[src/rtl/vape_exec_flag.sv]
// rtl/vape_exec_flag.sv - final attested EXEC flag for the executable region, with sticky causes and a violation count
module vape_exec_flag #(
    parameter int ADDR_W = 16,
    parameter int CNT_W  = 8
) (
    input  logic              clk,
    input  logic              reset,
    input  logic [ADDR_W-1:0] pc,
    input  logic [ADDR_W-1:0] data_addr,
    input  logic              data_en,
    input  logic              data_wr,
    input  logic [ADDR_W-1:0] dma_addr,
    input  logic              dma_en,
    input  logic              irq_dma_exec,
    input  logic [ADDR_W-1:0] ER_min,
    input  logic [ADDR_W-1:0] ER_max,
    input  logic [ADDR_W-1:0] OR_min,
    input  logic [ADDR_W-1:0] OR_max,
    output logic              exec,
    output logic [5:0]        viol_cause,
    output logic [CNT_W-1:0]  viol_cnt
);

    typedef enum logic [1:0] {
        ST_ABORT   = 2'd0,
        ST_RUN     = 2'd1,
        ST_DONE    = 2'd2,
        ST_ILLEGAL = 2'd3
    } state_t;

    state_t            state;
    state_t            next_state;
    logic [ADDR_W-1:0] pc_prev;
    logic              prev_valid;

    logic pc_in_er;
    logic pc_prev_in_er;
    logic data_in_er;
    logic data_in_or;
    logic dma_in_er;
    logic dma_in_or;
    logic data_write;
    logic at_entry;
    logic legal_exit;
    logic [5:0] cause;
    logic viol;
    logic run_entry;

    assign pc_in_er      = (pc >= ER_min) && (pc <= ER_max);
    assign pc_prev_in_er = (pc_prev >= ER_min) && (pc_prev <= ER_max);
    assign data_in_er    = (data_addr >= ER_min) && (data_addr <= ER_max);
    assign data_in_or    = (data_addr >= OR_min) && (data_addr <= OR_max);
    assign dma_in_er     = (dma_addr >= ER_min) && (dma_addr <= ER_max);
    assign dma_in_or     = (dma_addr >= OR_min) && (dma_addr <= OR_max);
    assign data_write    = data_en && data_wr;
    assign at_entry      = (pc == ER_min);
    assign legal_exit    = !pc_in_er && (pc_prev == ER_max);

    // OR writes are only legitimate when issued by code inside the ER
    assign cause[0] = data_write && data_in_er;
    assign cause[1] = data_write && data_in_or && !pc_in_er;
    assign cause[2] = dma_en && (dma_in_er || dma_in_or);
    assign cause[3] = (state == ST_RUN) && !irq_dma_exec;
    assign cause[4] = prev_valid && pc_in_er && !pc_prev_in_er && !at_entry;
    assign cause[5] = prev_valid && (state == ST_RUN) && !pc_in_er && (pc_prev != ER_max);
    assign viol     = |cause;

    always_comb begin
        next_state = state;
        case (state)
            ST_ABORT: begin
                if (at_entry && !viol) next_state = ST_RUN;
            end
            ST_RUN: begin
                if (viol)            next_state = ST_ABORT;
                else if (legal_exit) next_state = ST_DONE;
            end
            ST_DONE: begin
                if (viol)          next_state = ST_ABORT;
                else if (at_entry) next_state = ST_RUN;
            end
            default: next_state = ST_ABORT;
        endcase
    end

    assign run_entry = ((state == ST_ABORT) || (state == ST_DONE)) && (next_state == ST_RUN);

    always_ff @(posedge clk) begin
        if (reset) begin
            state      <= ST_ABORT;
            exec       <= 1'b0;
            viol_cause <= '0;
            viol_cnt   <= '0;
            pc_prev    <= '0;
            prev_valid <= 1'b0;
        end else begin
            state      <= next_state;
            exec       <= (next_state == ST_DONE);
            pc_prev    <= pc;
            prev_valid <= 1'b1;
            if (viol)
                viol_cause <= viol_cause | cause;
            else if (run_entry)
                viol_cause <= '0;
            if (viol && (viol_cnt != '1))
                viol_cnt <= viol_cnt + CNT_W'(1);
        end
    end

endmodule

[config.mk]
export PLATFORM = sky130hd
export DESIGN_NAME = vape_exec_flag
export DESIGN_NICKNAME = d
export VERILOG_FILES = /design/src/rtl/vape_exec_flag.sv
export SDC_FILE = /design/constraint.sdc
export NUM_CORES = 1
export LEC_CHECK = 0
export ABC_AREA = 1
export BUFFER_PORTS_ARGS = -buffer_cell sky130_fd_sc_hd__buf_2
export CAP_MARGIN = 20
export CORE_MARGIN = 3
export CORE_UTILIZATION = 42
export CTS_BUF_LIST = sky130_fd_sc_hd__clkbuf_4 sky130_fd_sc_hd__clkbuf_8
export DETAILED_ROUTE_END_ITERATION = 12
export HOLD_SLACK_MARGIN = 0.1
export PLACE_DENSITY = 0.64
export SYNTH_ARGS = -nofsm -noshare
export SYNTH_HDL_FRONTEND = slang
export SYNTH_SLANG_ARGS = --single-unit
[constraint.sdc]
create_clock -name clk -period 4.6 [get_ports clk]
set_input_delay 0.46 -clock clk [delete_from_list [all_inputs] [get_ports clk]]
set_output_delay 0.46 -clock clk [all_outputs]
set_load 0.005 [all_outputs]
==> results by group, run 1 <==
Clock tree
  – Clock tree from TritonCTS: done
  – Number of hold buffers added after CTS: 0
  – Root Driver: clkbuf_8
  – Postcts setup bufs: 0
  – H-tree depth reported by CTS: 2
  – Number of gates resized after CTS: 0
  – Clock slew at the register clock pins of the worst setup and hold paths: 0.08 ns
  – Number of sinks on the clock net: 34
  – TritonCTS buffer count: 5
  – Buffer levels on the longest clock path: 2
  – Worst-skew pair later-pin latency: 0.30 ns

Cells and area
  – Post-layout net count: 1331
  – Register Area: 681 µm²
  – Area growth syn-to-layout: 16.0%
  – Share of the core filled with cells: 50.8%
  – Antenna cell count: 0
  – Area of combinational cells with multiple inputs: 4680 µm²
  – Share of cells above drive strength 1: 15.2%
  – Number of inserted filler cells in the final layout: 1438

Global route
  – Antenna violations before repair: 0
  – Via count of the first global-routing pass: 5530
  – Remaining Overflow, GRT: 0
  – Total global routing track utilization: 20.7%
  – Maximum number of pins on one net before global-route repair: 30
  – Wire length of the first global-routing pass: 26800 µm

Routing
  – Total length of routed wires: 16400 µm
  – Number of vias per cell after detailed routing: 4.86
  – DRC violation count after routing: 0
  – Number of DRC violations after detailed-routing iteration 0: 199
  – Via Count: 5816
  – Average wire length per cell after detail routing: 13.7 µm
  – Antenna-violating nets left: 0
  – Total iterations of the first detailed-routing run: 4

Power and ir drop
  – Internal Dissipation: 0.623 mW
  – LEAKAGE: 4.16 nW
  – Register share of total power: 29.6%
  – Clock share of power: 21.6%
  – IR drop worst, VDD: 0.000148 V
  – Power density cells: 155 nW/µm²
  – Total power after layout: 1.07 mW
  – Combinational share of power: 48.8%
  – Net switching share of the total power: 41.8%
  – Net Sw Power: 0.446 mW

Setup path
  – Arrival time of the worst setup path: 2.52 ns
  – Kind of capture point of the worst setup path: flop
  – Worst path cell trace: buf_2, ha_1, nand2_1, nor2_1, and2_1, nor2_1, nand2_1, nand2_1, a21oi_1, nand3_1, nand2_1, nor2_4, nand2_4, nand2_2, nand2_1, a21oi_1
  – Crit-path leading delay family: simple AND/OR/NAND/NOR gates
  – Cell with the largest stage delay on the worst path: ha_1
  – Most Frequent Cell on Critical Path: nand2_1
  – Max FO, Critical Path: 16
  – Max incr delay on CP: 0.30 ns
  – Data required time at the worst endpoint: 4.76 ns
  – Combined buffer and inverter count along the critical path: 1
  – Path type of the worst setup path: input pin to flop
  – Worst Setup Start Kind: input pin

STA
  – RSZ-0062 raised after global routing: no
  – Final critical-path required period: 2.35 ns
  – Slew headroom: 58.9%
  – Tightest Pin Transition: 0.617 ns
  – Final-layout worst hold slack: 0.397 ns
  – Number of slew-limit violations in the final report: 0
  – Period utilization: 51.2%
  – Final sum of negative setup slack: 0 ns
  – Top achievable clock speed: 0.425 GHz
  – Finish-stage setup viols: 0
  – Hold Violations, Final: 0
  – Worst clock skew: 0.00686 ns

Synthesis
  – Post-Syn Instances: 885
  – Yosys top cell by area: ha_1
  – Syn nets: 1196
  – Sequential cell area fraction in the yosys report: 11.5%
  – Number of distinct library cells after synthesis: 29
  – Post-synthesis average cell area: 6.72 µm²
  – Top-area cell type share of the netlist area: 40.6%
  – Main area contributors after synthesis: ha_1 (41%), nand2_1 (13%), dfxtp_1 (11%), inv_1 (9.2%), a21oi_1 (8.0%)
  – #FFs+latches synth: 34
  – Cell Area, Synth: 5940 µm²
  – Warnings from Yosys: 0

Place
  – Detail Placement HPWL: 14400 µm
  – Final weighted congestion in routability-driven placement: 0.882
  – Number of buffer cells added on primary ports: 132

Die
  – Die Outline Area: 15600 µm²
  – X dimension of the die: 125 µm
  – Placement row count: 42
  – Starting density of the core: 43.8%
  – Floorplan core area: 13600 µm²
  – I/O Pins: 133
  – Die height: 125 µm

Worst hold path
  – Worst min path class: input pin to flop

Status
  – Result of the run: completed

Run
  – Number of max-cap violations: 0
stage by stage:
stage	instances	worst slack, ns	instance area (µm²)
floorplan	885	2.43	5940
global placement	1189	1.97	6800
detailed placement	1189	1.94	6800
CTS	1197	2.24	6890
global route	1197	2.03	6890
finish	1197	2.25	6890
cell type report:
type / count / area share [%]
Clock buffer: 5 / 0.998
Clock inverter: 3 / 0.309
Inverter: 150 / 8.17
Multi-Input combinational cell: 697 / 67.9
Sequential cell: 34 / 9.87
Tap cell: 176 / 3.19
Timing Repair Buffer: 132 / 9.58
sequential cells by signal, indices dropped and copies added (netlist names):
register and count:
prev_valid 1, viol_cause 6, exec 1, pc_prev 16, state 2, viol_cnt 8
worst min-delay path, delay by kind of cell:
family,cells,cell delay (ns)
buffers and inverters,2,0.17
and+or+nand+nor,1,0.03
Yosys cell counts, drive strengths merged:
cell    instances
nand2         210
ha            193
inv           150
a21oi          95
nor2           88
dfxtp          34
nand3          33
o21ai          31
nand4          11
nor3           11
a21o            6
o21a            6
xor2            4
o21bai          3
buf             2
clkbuf          2
and2            1
nand3b          1
nor3b           1
nor4            1
or2             1
xnor2           1
routing by layer:
metal / wire (µm) / part of all wire, % / vias up / global-route usage, %
met4: 328 / 2.0 / 0 / 4.72
met3: 968 / 5.9 / 23 / 3.20
met2: 7190 / 44 / 124 / 34.2
met5: 0 / 0 / - / 0
li1: - / - / 3191 / -
met1: 7890 / 48 / 2478 / 28.6
cells in the final DEF (no fill, tap or decap), types with 8 or more instances in the layout:
master   instances
a21oi_1         95
buf_2          132
dfxtp_1         34
ha_1           193
inv_1          146
nand2_1        205
nand3_1         33
nand4_1         11
nor2_1          83
nor3_1          11
o21ai_0         23
o21ai_1          8
final timing paths:
path | to | cells past startpoint | start | slack, ns
max | viol_cnt[1] | 16 | data_addr[7] | 2.25
min | pc_prev[1] | 3 | pc[1] | 0.40
max reg2reg | viol_cnt[1] | 13 | pc_prev[7] | 2.41
min reg2reg | viol_cnt[3] | 2 | viol_cnt[3] | 0.50
logic make-up (layout without fill, tap and decap cells):
family,count (synthesis),after routing,share of synthesized area [%]
adder cells (fa/ha/maj),193,193,40.6
flip-flops,34,34,11.5
XOR/XNOR,5,5,0.737
AND/OR/NAND/NOR,358,358,24.8
buffers and inverters,154,290,9.85
AO/OA/AOI/OAI,141,141,12.5
power by group through the flow:
stage                     logic [mW]  registers [mW]  clock network, mW
final                          0.522           0.316              0.230
after CTS                      0.526           0.317              0.237
after global placement         0.516           0.323                  0
after floorplan                0.344           0.321                  0
after detailed placement       0.524           0.324                  0
after global routing           0.616           0.318              0.248
(Power assumes the default switching activity.)
==> inputs of run 2 (changes only) <==
--- a/config.mk
+++ b/config.mk
@@ -5,7 +5,7 @@
 export SDC_FILE = /design/constraint.sdc
 export NUM_CORES = 1
 export LEC_CHECK = 0
-export ABC_AREA = 1
+export ABC_AREA = 0
 export BUFFER_PORTS_ARGS = -buffer_cell sky130_fd_sc_hd__buf_2
 export CAP_MARGIN = 20
 export CORE_MARGIN = 3
@@ -13,7 +13,7 @@
 export CTS_BUF_LIST = sky130_fd_sc_hd__clkbuf_4 sky130_fd_sc_hd__clkbuf_8
 export DETAILED_ROUTE_END_ITERATION = 12
 export HOLD_SLACK_MARGIN = 0.1
-export PLACE_DENSITY = 0.64
+export PLACE_DENSITY = 0.68
 export SYNTH_ARGS = -nofsm -noshare
 export SYNTH_HDL_FRONTEND = slang
 export SYNTH_SLANG_ARGS = --single-unit
==> constraint.sdc (replaced) <==
create_clock -name clk -period 2 [get_ports clk]
set_input_delay 0.2 -clock clk [delete_from_list [all_inputs] [get_ports clk]]
set_output_delay 0.2 -clock clk [all_outputs]
set_load 0.005 [all_outputs]
==> run 2 against run 1 <==
The flow now finishes with violations (negative setup slack). Combinational power rose to 2.9 times the previous value. Total power increased to 2.7 times the previous value. Sequential cell count did not move. Synthesized cell count fell by 25%. Hold slack got worse by 0.22 ns. Clock power grew to 2.8 times the previous value. Count of clock-buffer cells in the layout grew 2. Clock skew increased by 0.0029 ns. Utilization increased by 11 points. Global-route usage rose by 2.7 points. Critical path type is now flop to flop.
==> results by group, run 2 <==
Status
  – Result of the run: finished, violations left (was completed)
  – Violated checks: negative setup slack

Power and ir drop
  – Power density cells: 365 nW/µm² (was 155 nW/µm²)
  – LEAKAGE: 4.26 nW (was 4.16 nW)
  – IR drop worst, VDD: 0.000411 V (was 0.000148 V)

Place
  – Post-placement worst setup slack: -1.05 ns (was 1.94 ns)
  – Placed insts: 1118 (was 1189)
  – Number of buffer cells added on primary ports: 132 (unchanged)
  – Detail Placement HPWL: 15100 µm (was 14400 µm)
  – Final weighted congestion in routability-driven placement: 0.920 (was 0.882)

Routing
  – DRC violation count after routing: 0 (unchanged)
  – Number of DRC violations after detailed-routing iteration 0: 370 (was 199)
  – Via Count: 5941 (was 5816)
  – Antenna-violating nets left: 0 (unchanged)
  – Total iterations of the first detailed-routing run: 5 (was 4)
  – Average wire length per cell after detail routing: 15.3 µm (was 13.7 µm)
  – Number of vias per cell after detailed routing: 5.26 (was 4.86)
  – Total length of routed wires: 17300 µm (was 16400 µm)

STA
  – Number of slew-limit violations in the final report: 0 (unchanged)
  – Final-layout worst hold slack: 0.180 ns (was 0.397 ns)
  – Minimum setup slack in the final design: -0.856 ns (was 2.25 ns)
  – Top achievable clock speed: 0.350 GHz
  – Slew headroom: 68.5% (was 58.9%)
  – RSZ-0062 raised after global routing: yes (was no)
  – Final sum of negative setup slack: -12.34 ns (was 0 ns)
  – Hold Violations, Final: 0 (unchanged)
  – Final critical-path required period: 2.86 ns
  – Worst clock skew: 0.00973 ns (was 0.00686 ns)
  – Tightest Pin Transition: 0.472 ns (was 0.617 ns)
  – Finish-stage setup viols: 17 (was 0)
  – Period utilization: 143%

Synthesis
  – Post-synthesis average cell area: 8.39 µm² (was 6.72 µm²)
  – Top-area cell type share of the netlist area: 43.4% (was 40.6%)
  – Main area contributors after synthesis: ha_1 (43%), dfxtp_1 (12%), a21oi_1 (6.2%), inv_1 (4.9%), nand4_1 (3.5%) (was ha_1 (41%), nand2_1 (13%), dfxtp_1 (11%), inv_1 (9.2%), a21oi_1 (8.0%))
  – Post-synth ARST share: 0% (unchanged)
  – Most repeated cell in the gate-level netlist after synthesis: ha_1 (was nand2_1)
  – Synth top cells by count: ha_1 (193), inv_1 (72), a21oi_1 (69), nand2_1 (45), dfxtp_1 (34) (was nand2_1 (205), ha_1 (193), inv_1 (146), a21oi_1 (95), nor2_1 (83))
  – Number of distinct library cells after synthesis: 56 (was 29)
  – #FFs+latches synth: 34 (unchanged)
  – Sequential cell area fraction in the yosys report: 12.2% (was 11.5%)
  – Post-Syn Instances: 664 (was 885)
  – Yosys top cell by area: ha_1 (unchanged)
  – Count of flip-flops with a built-in enable after synthesis: 0 (unchanged)
  – Syn nets: 975 (was 1196)
  – Warnings from Yosys: 0 (unchanged)
  – Cell Area, Synth: 5570 µm² (was 5940 µm²)
  – Most used DFF post-synth: dfxtp_1 (unchanged)

Clock tree
  – H-tree depth reported by CTS: 2 (unchanged)
  – Clock slew at the register clock pins of the worst setup and hold paths: 0.07 ns (was 0.08 ns)
  – Number of sinks on the clock net: 34 (unchanged)
  – Buffer levels on the longest clock path: 2 (unchanged)
  – Number of hold buffers added after CTS: 0 (unchanged)
  – Worst-skew pair later-pin latency: 0.28 ns (was 0.30 ns)
  – Clock tree from TritonCTS: done (unchanged)
  – Root Driver: clkbuf_8 (unchanged)
  – TritonCTS buffer count: 5 (unchanged)

Global route
  – Maximum number of pins on one net before global-route repair: 25 (was 30)
  – Remaining Overflow, GRT: 0 (unchanged)
  – Wire length of the first global-routing pass: 28000 µm (was 26800 µm)
  – Via count of the first global-routing pass: 5902 (was 5530)
  – Total global routing track utilization: 23.4% (was 20.7%)
  – Antenna violations before repair: 0 (unchanged)

Die
  – Floorplan core area: 12800 µm² (was 13600 µm²)
  – Starting density of the core: 43.6% (was 43.8%)
  – I/O Pins: 133 (unchanged)
  – Placement row count: 41 (was 42)
  – Die height: 121 µm (was 125 µm)
  – Die Outline Area: 14700 µm² (was 15600 µm²)
  – X dimension of the die: 121 µm (was 125 µm)

Setup path
  – Worst Setup Start Kind: flop (was input pin)
  – Data required time at the worst endpoint: 2.17 ns (was 4.76 ns)
  – Launching element of the worst setup path: pc_prev[14] (was data_addr[7])
  – Capture point of the worst reg-to-reg path: viol_cnt[5] (was viol_cnt[1])
  – Kind of capture point of the worst setup path: flop (unchanged)
  – Max FO, Critical Path: 6 (was 16)
  – Register-to-Register Path Depth: 10 (was 13)
  – Path type of the worst setup path: flop to flop (was input pin to flop)
  – Arrival time of the worst setup path: 3.03 ns (was 2.52 ns)
  – Startpoint of the most critical register-to-register path: pc_prev[14] (was pc_prev[7])
  – Worst setup slack for register-to-register paths: -0.86 ns (was 2.41 ns)
  – Critical path destination: viol_cnt[5] (was viol_cnt[1])

Cells and area
  – Share of the core filled with cells: 61.7% (was 50.8%)
  – Post-layout net count: 1268 (was 1331)
  – Area growth syn-to-layout: 41.6% (was 16.0%)
  – Largest register FFs: 16 (unchanged)
  – Area of combinational cells with multiple inputs: 4750 µm² (was 4680 µm²)
  – Most common library cell in the layout ignoring fill and taps: ha_1 (was nand2_1)
  – Register Area: 682 µm² (was 681 µm²)
  – Final non-filler cell total: 1130 (was 1197)
  – Number of inserted filler cells in the final layout: 1148 (was 1438)
  – Share of cells above drive strength 1: 35.5% (was 15.2%)
  – Largest registers: pc_prev x16, viol_cnt x8, viol_cause x6 (unchanged)
  – Commonest cells after routing, fill and taps aside: ha_1 (190), buf_4 (156), buf_2 (132), inv_1 (70), a21oi_1 (65) (was nand2_1 (205), ha_1 (193), inv_1 (146), buf_2 (132), a21oi_1 (95))
  – Antenna cell count: 0 (unchanged)
  – Register containing the most flip-flops in the final layout: pc_prev (unchanged)

Run
  – Number of max-cap violations: 0 (unchanged)

Worst hold path
  – Worst min path class: input pin to flop (unchanged)
## run 2: worst max-delay path: stages (launching register included)
cell	delay, ns
dfxtp_1	0.32
ha_1	0.29
nand4_1	0.21
buf_4	0.22
a2111oi_2	0.37
a2111oi_1	0.10
a211o_1	0.30
a21boi_4	0.20
nor4_4	0.09
nor4_2	0.29
mux2_2	0.36
## run 2: layout make-up
cell class              instances  share of cell area [%]
clock buffers                   7                    1.06
clock inverters                 1                   0.381
inverters                      72                    3.43
multi-input cells             554                    60.2
flip-flops and latches         34                    8.65
well taps                     172                    2.73
repair buffers                290                    23.5
## run 2: logic make-up after synthesis
group	Yosys count	synth area share (%)
buffers and inverters	76	5.46
DFF	34	12.2
AOI/OAI and AO/OA	168	19.6
adders and majority gates	193	43.4
and+or+nand+nor	189	18.5
muxes	4	0.854
## run 2: what timing repair did
item | 4_1_cts | 5_1_grt
setup buffers | 2 | 2
pin swaps | 24 | 5
setup endpoints to repair | 17 | 17
gates cloned | 0 | 0
resized for setup | 21 | 9
## run 2: routing by layer
layer  track usage [%]  wire length, µm
met1              32.7             8340
met2              40.0             7910
met3              2.38              870
met4              3.29              213
met5                 0                0
## run 2: power by group
part,switching [mW],total [mW],internal [mW]
sequential,0.0251,0.737,0.712
clock,0.251,0.651,0.400
combinational,0.743,1.49,0.751
## run 2: stage by stage
stage                     area, µm²  power (mW)
final                          7880        2.88
after CTS                      7830        2.87
after floorplan                5630        1.49
after detailed placement       7630        2.17
after global placement         7630        2.15
after global routing           7880        3.12
## run 2: how the worst min path moves through the flow
stage | start | to | cells after the start
floorplan | pc[5] | pc_prev[5] | 1
global placement | viol_cause[3] | viol_cause[3] | 1
detailed placement | viol_cause[3] | viol_cause[3] | 1
CTS | pc[5] | pc_prev[5] | 2
global route | pc[5] | pc_prev[5] | 2
finish | pc[5] | pc_prev[5] | 2
==> inputs of run 3 (changes only) <==
--- a/config.mk
+++ b/config.mk
@@ -17,3 +17,4 @@
 export SYNTH_ARGS = -nofsm -noshare
 export SYNTH_HDL_FRONTEND = slang
 export SYNTH_SLANG_ARGS = --single-unit
+export TNS_END_PERCENT = 30
==> run 3 against run 2 <==
The run still ends with negative setup slack left. Hold slack worse by 0.012 ns. Largest cell class unchanged. Cell area up 1.2%. Critical path type is now input pin to flop. Sequential cell count unchanged. Wire length barely moved. Utilization grew 0.75 points. Sequential share of layout area is 0.073 points lower. Die area unchanged.
==> results by group, run 3 (synthesized netlist as in run 2, its figures left out) <==
STA
  – Slew headroom: 59.8% (was 68.5%)
  – Number of slew-limit violations in the final report: 0 (unchanged)
  – Final critical-path required period: 2.80 ns (was 2.86 ns)
  – Hold Violations, Final: 0 (unchanged)
  – Period utilization: 140% (was 143%)
  – Minimum setup slack in the final design: -0.799 ns (was -0.856 ns)
  – RSZ-0062 raised after global routing: yes (unchanged)
  – Tightest Pin Transition: 0.603 ns (was 0.472 ns)
  – Finish-stage setup viols: 17 (unchanged)
  – Worst clock skew: 0.0129 ns (was 0.00973 ns)
  – Top achievable clock speed: 0.357 GHz (was 0.350 GHz)

Setup path
  – Kind of capture point of the worst setup path: flop (unchanged)
  – Worst Setup Start Kind: input pin (was flop)
  – Max FO, Critical Path: 4 (was 6)
  – Path type of the worst setup path: input pin to flop (was flop to flop)
  – Data required time at the worst endpoint: 2.19 ns (was 2.17 ns)
  – Arrival time of the worst setup path: 2.98 ns (was 3.03 ns)

Cells and area
  – Largest registers: pc_prev x16, viol_cnt x8, viol_cause x6 (unchanged)
  – Share of the core filled with cells: 62.5% (was 61.7%)
  – Area growth syn-to-layout: 43.3% (was 41.6%)
  – Share of cells above drive strength 1: 37.0% (was 35.5%)
  – Post-layout net count: 1264 (was 1268)
  – Post-route design area: 7980 µm² (was 7880 µm²)
  – Most common library cell in the layout ignoring fill and taps: ha_1 (unchanged)
  – Number of inserted filler cells in the final layout: 1125 (was 1148)
  – Antenna cell count: 0 (unchanged)
  – Largest register FFs: 16 (unchanged)
  – Register containing the most flip-flops in the final layout: pc_prev (unchanged)
  – Commonest cells after routing, fill and taps aside: ha_1 (182), buf_4 (152), buf_2 (131), inv_1 (66), a21oi_1 (65) (was ha_1 (190), buf_4 (156), buf_2 (132), inv_1 (70), a21oi_1 (65))
  – Final non-filler cell total: 1126 (was 1130)

Power and ir drop
  – LEAKAGE: 4.22 nW (was 4.26 nW)
  – Power density cells: 352 nW/µm² (was 365 nW/µm²)
  – IR drop worst, VDD: 0.000248 V (was 0.000411 V)

Global route
  – Total global routing track utilization: 23.3% (was 23.4%)
  – Remaining Overflow, GRT: 0 (unchanged)
  – Maximum number of pins on one net before global-route repair: 32 (was 25)
  – Via count of the first global-routing pass: 5880 (was 5902)
  – Antenna violations before repair: 0 (unchanged)
  – Wire length of the first global-routing pass: 27800 µm (was 28000 µm)

Die
  – I/O Pins: 133 (unchanged)
  – Die height: 121 µm (unchanged)
  – Die Outline Area: 14700 µm² (unchanged)
  – Starting density of the core: 43.6% (unchanged)
  – X dimension of the die: 121 µm (unchanged)
  – Floorplan core area: 12800 µm² (unchanged)
  – Placement row count: 41 (unchanged)

Clock tree
  – H-tree depth reported by CTS: 2 (unchanged)
  – Clock tree from TritonCTS: done (unchanged)
  – TritonCTS buffer count: 5 (unchanged)
  – Root Driver: clkbuf_8 (unchanged)
  – Clock slew at the register clock pins of the worst setup and hold paths: 0.08 ns (was 0.07 ns)
  – Worst-skew pair later-pin latency: 0.29 ns (was 0.28 ns)
  – Buffer levels on the longest clock path: 2 (unchanged)
  – Number of hold buffers added after CTS: 0 (unchanged)
  – Number of sinks on the clock net: 34 (unchanged)

Run
  – Number of max-cap violations: 0 (unchanged)

Routing
  – Antenna-violating nets left: 0 (unchanged)
  – Via Count: 5886 (was 5941)
  – Average wire length per cell after detail routing: 15.4 µm (was 15.3 µm)
  – Total iterations of the first detailed-routing run: 5 (unchanged)
  – Number of vias per cell after detailed routing: 5.23 (was 5.26)
  – DRC violation count after routing: 0 (unchanged)
  – Total length of routed wires: 17300 µm (about the same)
  – Number of DRC violations after detailed-routing iteration 0: 321 (was 370)

Place
  – Post-placement worst setup slack: -1.10 ns (was -1.05 ns)
  – Number of buffer cells added on primary ports: 132 (unchanged)
  – Dpl cell area: 7550 µm² (was 7630 µm²)
  – Placed insts: 1108 (was 1118)
  – Final weighted congestion in routability-driven placement: 0.900 (was 0.920)
  – Detail Placement HPWL: 14700 µm (was 15100 µm)

Worst hold path
  – Worst min path class: input pin to flop (unchanged)

Status
  – Result of the run: finished, violations left (unchanged)
  – Violated checks: negative setup slack (unchanged)
## run 3: cell count changes in the layout (fill, tap and decap cells not counted), moves of 4 or more
cell | before | now
ha_1 | 190 | 182
ha_4 | 3 | 11
buf_4 | 156 | 152
inv_1 | 70 | 66
## run 3: worst max-delay path: stages
cell and delay, ns:
buf_2 0.07, inv_1 0.09, ha_1 0.29, nand4_1 0.19, or4_4 0.56, nor3b_4 0.18, a221oi_4 0.20, buf_4 0.16
a21oi_2 0.04, nor4_4 0.45, buf_4 0.21, nor4_4 0.05, mux2_4 0.30
## run 3: final timing paths
kind | cells after the start | end | slack, ns | start
setup / recovery | 13 | viol_cnt[5] | -0.80 | ER_max[12]
hold / removal | 2 | pc_prev[13] | 0.17 | pc[13]
setup reg to reg | 11 | viol_cnt[3] | -0.79 | pc_prev[1]
hold reg to reg | 1 | viol_cause[3] | 0.46 | viol_cause[3]
## run 3: routing by layer
metal,share of wire (%),GRT usage [%],up-vias
met5,0,0,-
met2,46,39.1,152
met1,48,32.9,2628
met3,4.8,2.56,21
met4,1.3,3.15,0
li1,-,-,3085
## run 3: final cells by class
type / count / area (µm²) / share of cell area (%)
Clock buffer: 6 / 82.6 / 1.03
Timing Repair Buffer: 286 / 1830 / 22.9
Multi-Input combinational cell: 554 / 4880 / 61.2
Inverter: 72 / 274 / 3.43
Tap cell: 172 / 215 / 2.70
Clock inverter: 2 / 12.5 / 0.157
Sequential cell: 34 / 684 / 8.58
## run 3: power breakdown
part | switching (mW) | internal [mW]
registers | 0.0285 | 0.712
clock network | 0.263 | 0.277
logic | 0.755 | 0.777
## run 3: metrics by stage
step	hold WS (ns)	TNS, ns	power, mW
final	0.169	-11.90	2.81
after global routing	0.175	-13.80	3.05
after CTS	0.166	-11.03	2.74
after detailed placement	0.444	-17.29	2.15
after global placement	0.432	-16.51	2.13
after floorplan	0.328	-9.43	1.49
## run 3: timing repair
item | in CTS | in global routing
gates cloned | 0 | 0
hold endpoints to repair | 0 | 0
buffers inserted | 4 | 7
pin swaps | 19 | 19
resized for setup | 24 | 27
endpoints found under the setup margin | 17 | 17
